`config.mk`:
```
export PLATFORM = sky130hd
export DESIGN_NAME = target_port_flat
export DESIGN_NICKNAME = d
export VERILOG_FILES = /design/src/rtl/serial_bus_pkg.sv /design/src/rtl/serial_bus_if.sv /design/src/rtl/bus_bit_deser.sv /design/src/rtl/target_port.sv /design/src/flat_wrapper.sv
export SDC_FILE = /design/constraint.sdc
export NUM_CORES = 1
export LEC_CHECK = 0
export CAP_MARGIN = 5
export CORE_ASPECT_RATIO = 1.1
export CORE_MARGIN = 1.5
export CORE_UTILIZATION = 54
export CTS_CLUSTER_DIAMETER = 150
export DETAILED_ROUTE_END_ITERATION = 7
export PLACE_DENSITY_LB_ADDON = 0.05
export SETUP_SLACK_MARGIN = 0.1
export SLEW_MARGIN = 20
export SYNTH_ARGS = -nofsm -noshare
export SYNTH_HDL_FRONTEND = slang
export SYNTH_HIERARCHICAL = 1
export SYNTH_SLANG_ARGS = --single-unit
```
`constraint.sdc`:
```
create_clock -name clk -period 3.1 [get_ports clk]
set_input_delay 0.62 -clock clk [delete_from_list [all_inputs] [get_ports clk]]
set_output_delay 0.62 -clock clk [all_outputs]
set_load 0.02 [all_outputs]
```
`src/rtl/serial_bus_pkg.sv`:
```
// Shared definitions for the bit-serial bus: default widths, target states,
// bus_mode and read/write encodings.
package serial_bus_pkg;

    localparam int BUS_ADDR_W = 16;
    localparam int BUS_DATA_W = 8;

    typedef enum logic [2:0] {
        IDLE  = 3'd0,
        WDATA = 3'd1,
        RWAIT = 3'd2,
        SPLIT = 3'd3,
        RTX   = 3'd4
    } tgt_state_e;

    localparam logic MODE_ADDR = 1'b0;
    localparam logic MODE_DATA = 1'b1;

    localparam logic RW_WRITE = 1'b1;
    localparam logic RW_READ  = 1'b0;

endpackage

```
`src/rtl/serial_bus_if.sv`:
```
// Bit-serial bus between initiator (master) and target (slave); the clock and
// reset are carried outside the interface.
interface serial_bus_if;

    logic bus_data_in;
    logic bus_data_in_valid;
    logic bus_mode;
    logic bus_init_rw;
    logic bus_init_ready;
    logic split_resume;
    logic bus_data_out;
    logic bus_data_out_valid;
    logic target_ack;
    logic target_split;

    modport master (
        output bus_data_in,
        output bus_data_in_valid,
        output bus_mode,
        output bus_init_rw,
        output bus_init_ready,
        output split_resume,
        input  bus_data_out,
        input  bus_data_out_valid,
        input  target_ack,
        input  target_split
    );

    modport slave (
        input  bus_data_in,
        input  bus_data_in_valid,
        input  bus_mode,
        input  bus_init_rw,
        input  bus_init_ready,
        input  split_resume,
        output bus_data_out,
        output bus_data_out_valid,
        output target_ack,
        output target_split
    );

endinterface

```
`src/rtl/bus_bit_deser.sv`:
```
// LSB-first serial-to-parallel collector: one bit per valid cycle, done_o and
// word_o present the completed word combinationally in the cycle of the last bit.
module bus_bit_deser #(
    parameter int W = 8
) (
    input  logic         clk,
    input  logic         rst_n,
    input  logic         bit_i,
    input  logic         valid_i,
    input  logic         clr_i,
    output logic [W-1:0] word_o,
    output logic         done_o
);

    localparam int CW = (W > 1) ? $clog2(W) : 1;
    localparam logic [CW-1:0] CNT_LAST = CW'(W - 1);

    logic [W-1:0]  sh_q, sh_d;
    logic [CW-1:0] cnt_q, cnt_d;

    always_comb begin
        sh_d   = sh_q;
        cnt_d  = cnt_q;
        done_o = 1'b0;
        if (clr_i) begin
            sh_d  = '0;
            cnt_d = '0;
        end else if (valid_i) begin
            sh_d[cnt_q] = bit_i;
            if (cnt_q == CNT_LAST) begin
                done_o = 1'b1;
                cnt_d  = '0;
            end else begin
                cnt_d = cnt_q + 1'b1;
            end
        end
        word_o = sh_d;
    end

    always_ff @(posedge clk or negedge rst_n) begin
        if (!rst_n) begin
            sh_q  <= '0;
            cnt_q <= '0;
        end else begin
            sh_q  <= sh_d;
            cnt_q <= cnt_d;
        end
    end

endmodule

```
`src/rtl/target_port.sv`:
```
// Responder end of the bit-serial bus: address/write-data deserialise, window
// decode, read-data serialise. Optional split support under TARGET_SPLIT_EN.
//
// state | meaning
// IDLE  | collecting address bits, decode on the 16th
// WDATA | collecting write-data bits; an address bit aborts
// RWAIT | waiting for local read data and initiator ready
// SPLIT | read released from the bus, waiting for data and re-grant
// RTX   | shifting 8 read-data bits out, ack on the last
module target_port
    import serial_bus_pkg::*;
#(
    parameter int                ADDR_W   = BUS_ADDR_W,
    parameter int                DATA_W   = BUS_DATA_W,
    parameter logic [ADDR_W-1:0] TGT_BASE = 16'h0000,
    parameter logic [ADDR_W-1:0] TGT_MASK = 16'hF000
`ifdef TARGET_SPLIT_EN
   ,parameter int                SPLIT_TIMEOUT = 16
`endif
) (
    input  logic              clk,
    input  logic              rst_n,
    serial_bus_if.slave       bus,
    input  logic [DATA_W-1:0] tgt_rdata,
    input  logic              tgt_rdata_valid,
    output logic [ADDR_W-1:0] tgt_addr,
    output logic              tgt_addr_valid,
    output logic              tgt_rw,
    output logic [DATA_W-1:0] tgt_wdata,
    output logic              tgt_wdata_valid
);

    localparam int TXW = (DATA_W > 1) ? $clog2(DATA_W) : 1;
    localparam logic [TXW-1:0] TX_LAST = TXW'(DATA_W - 1);

    tgt_state_e        state_q, state_d;
    logic [ADDR_W-1:0] addr_q, addr_d;
    logic              rw_q, rw_d;
    logic              addr_vld_q, addr_vld_d;
    logic [DATA_W-1:0] wdata_q, wdata_d;
    logic              wdata_vld_q, wdata_vld_d;
    logic [DATA_W-1:0] rd_buf_q, rd_buf_d;
    logic              held_q, held_d;
    logic [TXW-1:0]    tx_cnt_q, tx_cnt_d;
    logic              split_q, split_d;
`ifdef TARGET_SPLIT_EN
    logic [7:0]        wait_cnt_q, wait_cnt_d;
`endif

    logic              addr_take, data_take, wr_abort;
    logic              addr_done, data_done;
    logic [ADDR_W-1:0] addr_word;
    logic [DATA_W-1:0] data_word;

    assign addr_take = bus.bus_data_in_valid && (bus.bus_mode == MODE_ADDR)
                       && ((state_q == IDLE) || (state_q == WDATA));
    assign data_take = bus.bus_data_in_valid && (bus.bus_mode == MODE_DATA)
                       && (state_q == WDATA);
    // An address bit during write data restarts the transaction; the address
    // collector is already at bit 0 here because it wrapped on the last decode.
    assign wr_abort  = (state_q == WDATA) && addr_take;

    bus_bit_deser #(.W(ADDR_W)) u_addr_deser (
        .clk     (clk),
        .rst_n   (rst_n),
        .bit_i   (bus.bus_data_in),
        .valid_i (addr_take),
        .clr_i   (1'b0),
        .word_o  (addr_word),
        .done_o  (addr_done)
    );

    bus_bit_deser #(.W(DATA_W)) u_data_deser (
        .clk     (clk),
        .rst_n   (rst_n),
        .bit_i   (bus.bus_data_in),
        .valid_i (data_take),
        .clr_i   (wr_abort),
        .word_o  (data_word),
        .done_o  (data_done)
    );

    always_comb begin
        state_d     = state_q;
        addr_d      = addr_q;
        rw_d        = rw_q;
        addr_vld_d  = 1'b0;
        wdata_d     = wdata_q;
        wdata_vld_d = 1'b0;
        rd_buf_d    = rd_buf_q;
        held_d      = held_q;
        tx_cnt_d    = tx_cnt_q;
        split_d     = 1'b0;
`ifdef TARGET_SPLIT_EN
        wait_cnt_d  = wait_cnt_q;
`endif

        if (((state_q == RWAIT) || (state_q == SPLIT)) && tgt_rdata_valid) begin
            rd_buf_d = tgt_rdata;
            held_d   = 1'b1;
        end

        case (state_q)
            IDLE: begin
                if (addr_done && ((addr_word & TGT_MASK) == TGT_BASE)) begin
                    addr_d     = addr_word;
                    rw_d       = bus.bus_init_rw;
                    addr_vld_d = 1'b1;
                    held_d     = 1'b0;
                    tx_cnt_d   = '0;
`ifdef TARGET_SPLIT_EN
                    wait_cnt_d = '0;
`endif
                    state_d    = (bus.bus_init_rw == RW_WRITE) ? WDATA : RWAIT;
                end
            end
            WDATA: begin
                if (wr_abort) begin
                    state_d = IDLE;
                end else if (data_done) begin
                    wdata_d     = data_word;
                    wdata_vld_d = 1'b1;
                    state_d     = IDLE;
                end
            end
            RWAIT: begin
                if (held_d && bus.bus_init_ready) begin
                    state_d = RTX;
`ifdef TARGET_SPLIT_EN
                end else if (!held_d) begin
                    // Data arriving in the timeout cycle takes priority over the split.
                    if (wait_cnt_q == 8'(SPLIT_TIMEOUT - 1)) begin
                        split_d = 1'b1;
                        state_d = SPLIT;
                    end else begin
                        wait_cnt_d = wait_cnt_q + 8'd1;
                    end
`endif
                end
            end
`ifdef TARGET_SPLIT_EN
            SPLIT: begin
                if (held_d && bus.split_resume && bus.bus_init_ready) begin
                    state_d = RTX;
                end
            end
`endif
            RTX: begin
                if (tx_cnt_q == TX_LAST) begin
                    tx_cnt_d = '0;
                    held_d   = 1'b0;
                    state_d  = IDLE;
                end else begin
                    tx_cnt_d = tx_cnt_q + 1'b1;
                end
            end
            default: state_d = IDLE;
        endcase
    end

    always_ff @(posedge clk or negedge rst_n) begin
        if (!rst_n) begin
            state_q     <= IDLE;
            addr_q      <= '0;
            rw_q        <= 1'b0;
            addr_vld_q  <= 1'b0;
            wdata_q     <= '0;
            wdata_vld_q <= 1'b0;
            rd_buf_q    <= '0;
            held_q      <= 1'b0;
            tx_cnt_q    <= '0;
            split_q     <= 1'b0;
        end else begin
            state_q     <= state_d;
            addr_q      <= addr_d;
            rw_q        <= rw_d;
            addr_vld_q  <= addr_vld_d;
            wdata_q     <= wdata_d;
            wdata_vld_q <= wdata_vld_d;
            rd_buf_q    <= rd_buf_d;
            held_q      <= held_d;
            tx_cnt_q    <= tx_cnt_d;
            split_q     <= split_d;
        end
    end

`ifdef TARGET_SPLIT_EN
    always_ff @(posedge clk or negedge rst_n) begin
        if (!rst_n) begin
            wait_cnt_q <= '0;
        end else begin
            wait_cnt_q <= wait_cnt_d;
        end
    end

    assign bus.target_split = split_q;
`else
    logic unused_split;
    assign unused_split     = bus.split_resume ^ split_q;
    assign bus.target_split = 1'b0;
`endif

    assign tgt_addr           = addr_q;
    assign tgt_addr_valid     = addr_vld_q;
    assign tgt_rw             = rw_q;
    assign tgt_wdata          = wdata_q;
    assign tgt_wdata_valid    = wdata_vld_q;
    assign bus.bus_data_out_valid = (state_q == RTX);
    assign bus.bus_data_out   = (state_q == RTX) && rd_buf_q[tx_cnt_q];
    assign bus.target_ack     = wdata_vld_q || ((state_q == RTX) && (tx_cnt_q == TX_LAST));

endmodule
```
`src/flat_wrapper.sv`:
```
// flat-port wrapper written by rule: the top's interface ports become plain ports
module target_port_flat import serial_bus_pkg::*;
#(
    parameter int                ADDR_W   = BUS_ADDR_W,
    parameter int                DATA_W   = BUS_DATA_W,
    parameter logic [ADDR_W-1:0] TGT_BASE = 16'h0000,
    parameter logic [ADDR_W-1:0] TGT_MASK = 16'hF000

)
  (clk, rst_n, tgt_rdata, tgt_rdata_valid, tgt_addr, tgt_addr_valid, tgt_rw, tgt_wdata, tgt_wdata_valid, bus_bus_data_in, bus_bus_data_in_valid, bus_bus_mode, bus_bus_init_rw, bus_bus_init_ready, bus_split_resume, bus_bus_data_out, bus_bus_data_out_valid, bus_target_ack, bus_target_split);
  serial_bus_if bus_i ();
  input  logic clk;
  input  logic rst_n;
  input  logic [DATA_W-1:0] tgt_rdata;
  input  logic tgt_rdata_valid;
  output logic [ADDR_W-1:0] tgt_addr;
  output logic tgt_addr_valid;
  output logic tgt_rw;
  output logic [DATA_W-1:0] tgt_wdata;
  output logic tgt_wdata_valid;
  input wire logic [$bits(bus_i.bus_data_in)-1:0] bus_bus_data_in;
  input wire logic [$bits(bus_i.bus_data_in_valid)-1:0] bus_bus_data_in_valid;
  input wire logic [$bits(bus_i.bus_mode)-1:0] bus_bus_mode;
  input wire logic [$bits(bus_i.bus_init_rw)-1:0] bus_bus_init_rw;
  input wire logic [$bits(bus_i.bus_init_ready)-1:0] bus_bus_init_ready;
  input wire logic [$bits(bus_i.split_resume)-1:0] bus_split_resume;
  output wire logic [$bits(bus_i.bus_data_out)-1:0] bus_bus_data_out;
  output wire logic [$bits(bus_i.bus_data_out_valid)-1:0] bus_bus_data_out_valid;
  output wire logic [$bits(bus_i.target_ack)-1:0] bus_target_ack;
  output wire logic [$bits(bus_i.target_split)-1:0] bus_target_split;
  assign bus_i.bus_data_in = bus_bus_data_in;
  assign bus_i.bus_data_in_valid = bus_bus_data_in_valid;
  assign bus_i.bus_mode = bus_bus_mode;
  assign bus_i.bus_init_rw = bus_bus_init_rw;
  assign bus_i.bus_init_ready = bus_bus_init_ready;
  assign bus_i.split_resume = bus_split_resume;
  assign bus_bus_data_out = bus_i.bus_data_out;
  assign bus_bus_data_out_valid = bus_i.bus_data_out_valid;
  assign bus_target_ack = bus_i.target_ack;
  assign bus_target_split = bus_i.target_split;
  target_port #(.ADDR_W(ADDR_W), .DATA_W(DATA_W), .TGT_BASE(TGT_BASE), .TGT_MASK(TGT_MASK)) u_core (.clk(clk), .rst_n(rst_n), .bus(bus_i), .tgt_rdata(tgt_rdata), .tgt_rdata_valid(tgt_rdata_valid), .tgt_addr(tgt_addr), .tgt_addr_valid(tgt_addr_valid), .tgt_rw(tgt_rw), .tgt_wdata(tgt_wdata), .tgt_wdata_valid(tgt_wdata_valid));
endmodule
```
==> results.toml <==
[clock_network]
cts_buffers = 9
cts_htree_levels = 3
cts_tree = "built"
cts_resized = 0
cts_hold_buf = 0
cts_setup_buffers = 0
root_buffer = "clkbuf_8"
cts_max_path_buffers = 2
cts.sinks = 73
insertion_delay_ns = 0.34
clkTransAtPathRegs_ns = 0.07

[cells_and_area]
multiInputGateArea_sq_um = 1509
fin_nets = 351
finalNonFillerCells = 408
final-seq-area_sq_um = 1827
area_growth_syn_to_layout_pct = 18.80
fillerInstances = 480
n_antenna_cell = 0
drive_gt1_frac = 0.2043

[drt]
drc = 0
drtPass1Iterations = 4
via_per_inst = 5.434
routed_wirelength_um = 5979
drt_iter0_markers = 55
ant_nets = 0
vias = 2217
wl_per_cell_um = 14.65

[flow_run]
max_cap_violations = 0

[yosys]
synthArstFlopShare = 1.000
avgSynthCellArea_sq_um = 12.54
ys_seq_area_frac = 0.5278
ys.flop_type = "dfrtp_1"
yosys-top-cells-count = "dfrtp_1, mux2_2, mux2i_1"
ys_ff_latch = 73
synth_edf_count = 0
syn_inst = 276
synth.most_common_cell = "dfrtp_1"
netlist_area_sq_um = 3461
yosysUniqueCellTypes = 49
synth_area_leaders = "dfrtp_1, mux2_2, mux2i_1, ha_1, nand4b_1"
yosysWarnings = 6
yosysTopAreaCell = "dfrtp_1"
yosysTopAreaCellShare = 0.5278

[timing]
tightest_slew_ns = 0.8930
finalSetupTns_ns = 0
final_max_slew_viol_count = 0
layout_min_cycle_time_ns = 2.808
hold_viol = 0
holdWs_ns = 0.4797
rsz0062_at_grt = "false"
post-route-period-util = 0.9058
relSlewSlack = 0.4047
fmax_mhz = 356.1
clock_skew_ns = 0.005755
setup_viol = 0

[placed_design]
hpwl_um = 4014
place_inst = 394
place.gp.congestion = 0.7665
portBuffers = 45

[outcome]
status = "complete, no violations"

[floorplanning]
die_height_um = 86.97
initial_core_util = 0.5588
pin_count = 48
die_w_um = 79.33
placementRows = 30
die_area_sq_um = 6899
core_sq_um = 6193

[setup_path]
worstPathArrival_ns = 2.19
cpPeakStageDelay_ns = 0.60
cp-start-kind = "register"
critPathCaptureType = "output pin"
path_buf_inv = 2
slowest_stage = "clkdlybuf4s50_1"
worstPathMaxFanout = 6
worst-setup-path-type = "reg2out"
critPathTopFamily = "buffers and inverters"
critPathRequiredTime_ns = 2.48
path_cells = "or3b_1 > inv_1 > a21o_1 > clkdlybuf4s50_1"

[global_route]
grt_max_degree = 74
grt_pass1_wl_um = 10280
track_usage = 0.1908
antenna_found_initial = 0
grt_pass1_vias = 2254
gr-total-overflow = 0

[power_and_ir_drop]
finalPower_mw = 1.884
p_leak_nw = 1.972
powerDensity_nw_per_um2 = 458.3
vdd_ir_drop_max_mv = 0.2885

[hold_path]
hold_class = "in2async"
==> where the power goes <==
part	total, mW	switching (mW)	internal, mW
sequential	1.05	0.0501	0.996
clock	0.597	0.320	0.277
combinational	0.241	0.123	0.118
total	1.88	0.493	1.39
==> routing by layer <==
| layer | wire, um | global-route usage | vias to the layer above |
|---|---|---|---|
| met3 | 202 | 0.04293 | 10 |
| li1 | - | - | 1081 |
| met4 | 104 | 0.08772 | 0 |
| met5 | 0 | 0 | - |
| met2 | 2897 | 0.3092 | 31 |
| met1 | 2774 | 0.2445 | 1095 |
==> flip-flops by register name, summed over array words and instances (netlist names) <==
name	count
u_core/tgt_addr	16
u_core/u_addr_deser/sh_q	16
u_core/rd_buf_q	8
u_core/tgt_wdata	8
u_core/u_data_deser/sh_q	8
u_core/u_addr_deser/cnt_q	4
u_core/state_q	3
u_core/tx_cnt_q	3
u_core/u_data_deser/cnt_q	3
u_core/held_q	1
u_core/tgt_addr_valid	1
u_core/tgt_rw	1
u_core/tgt_wdata_valid	1
==> area by class of cell <==
type / count / share of cell area
inverter: 6 / 0.006695
clock buffer: 10 / 0.03104
timing repair buffer: 52 / 0.1211
tap: 80 / 0.02435
clock inverter: 4 / 0.005478
multi-input combinational: 183 / 0.3670
sequential: 73 / 0.4443
==> logic make-up (layout without fill, tap and decap cells) <==
group                    after synthesis  in the layout  synth area share
AO/OA/AOI/OAI                         24             24           0.04158
flip-flops                            73             73            0.5278
AND/OR/NAND/NOR                       91             91            0.1739
buffers and inverters                 23             72           0.04085
other                                  1              4          0.001084
adder cells (fa/ha/maj)                9              9           0.03254
multiplexers                          55             55            0.1822
==> worst paths after layout <==
check	from	end	slack, ns	depth (start not counted)
min in group clk	u_core/rd_buf_q[7]$_DFFE_PN0P_	u_core/rd_buf_q[7]$_DFFE_PN0P_	0.50	1
setup / recovery	u_core/state_q[2]$_DFFE_PN0P_	bus_target_ack	0.29	4
max in group asynchronous	rst_n	u_core/u_data_deser/sh_q[7]$_DFF_PN0_	2.03	2
hold reg to reg	u_core/rd_buf_q[7]$_DFFE_PN0P_	u_core/rd_buf_q[7]$_DFFE_PN0P_	0.50	1
setup reg to reg	u_core/u_addr_deser/cnt_q[1]$_DFFE_PN0P_	u_core/tgt_addr[0]$_DFFE_PN0P_	0.68	9
hold / removal	rst_n	u_core/tgt_addr[11]$_DFFE_PN0P_	0.48	2
==> through the flow <==
| stage | setup slack [ns] | instance area (sq um) | utilization |
|---|---|---|---|
| floorplan | 0.2907 | 3472 | - |
| global placement | 0.04472 | 3961 | 0.6396 |
| detailed placement | -0.03089 | 3961 | 0.6396 |
| CTS | 0.2726 | 4111 | 0.6638 |
| global route | 0.1862 | 4111 | 0.6638 |
| finish | 0.2919 | 4111 | 0.6638 |
==> placed cells by master, fill, tap and decap left out, types with 5 or more instances in the layout <==
master / n
nand4b_1: 11
clkbuf_8: 9
ha_1: 9
buf_4: 7
nand4_1: 9
nand2_1: 10
mux2i_1: 24
o21ai_0: 7
a21oi_1: 9
nand2b_1: 11
clkdlybuf4s50_1: 44
mux2_2: 24
dfrtp_1: 73
mux2_4: 5
nor2_1: 21
No activity file was read; power rests on OpenSTA's default activity.
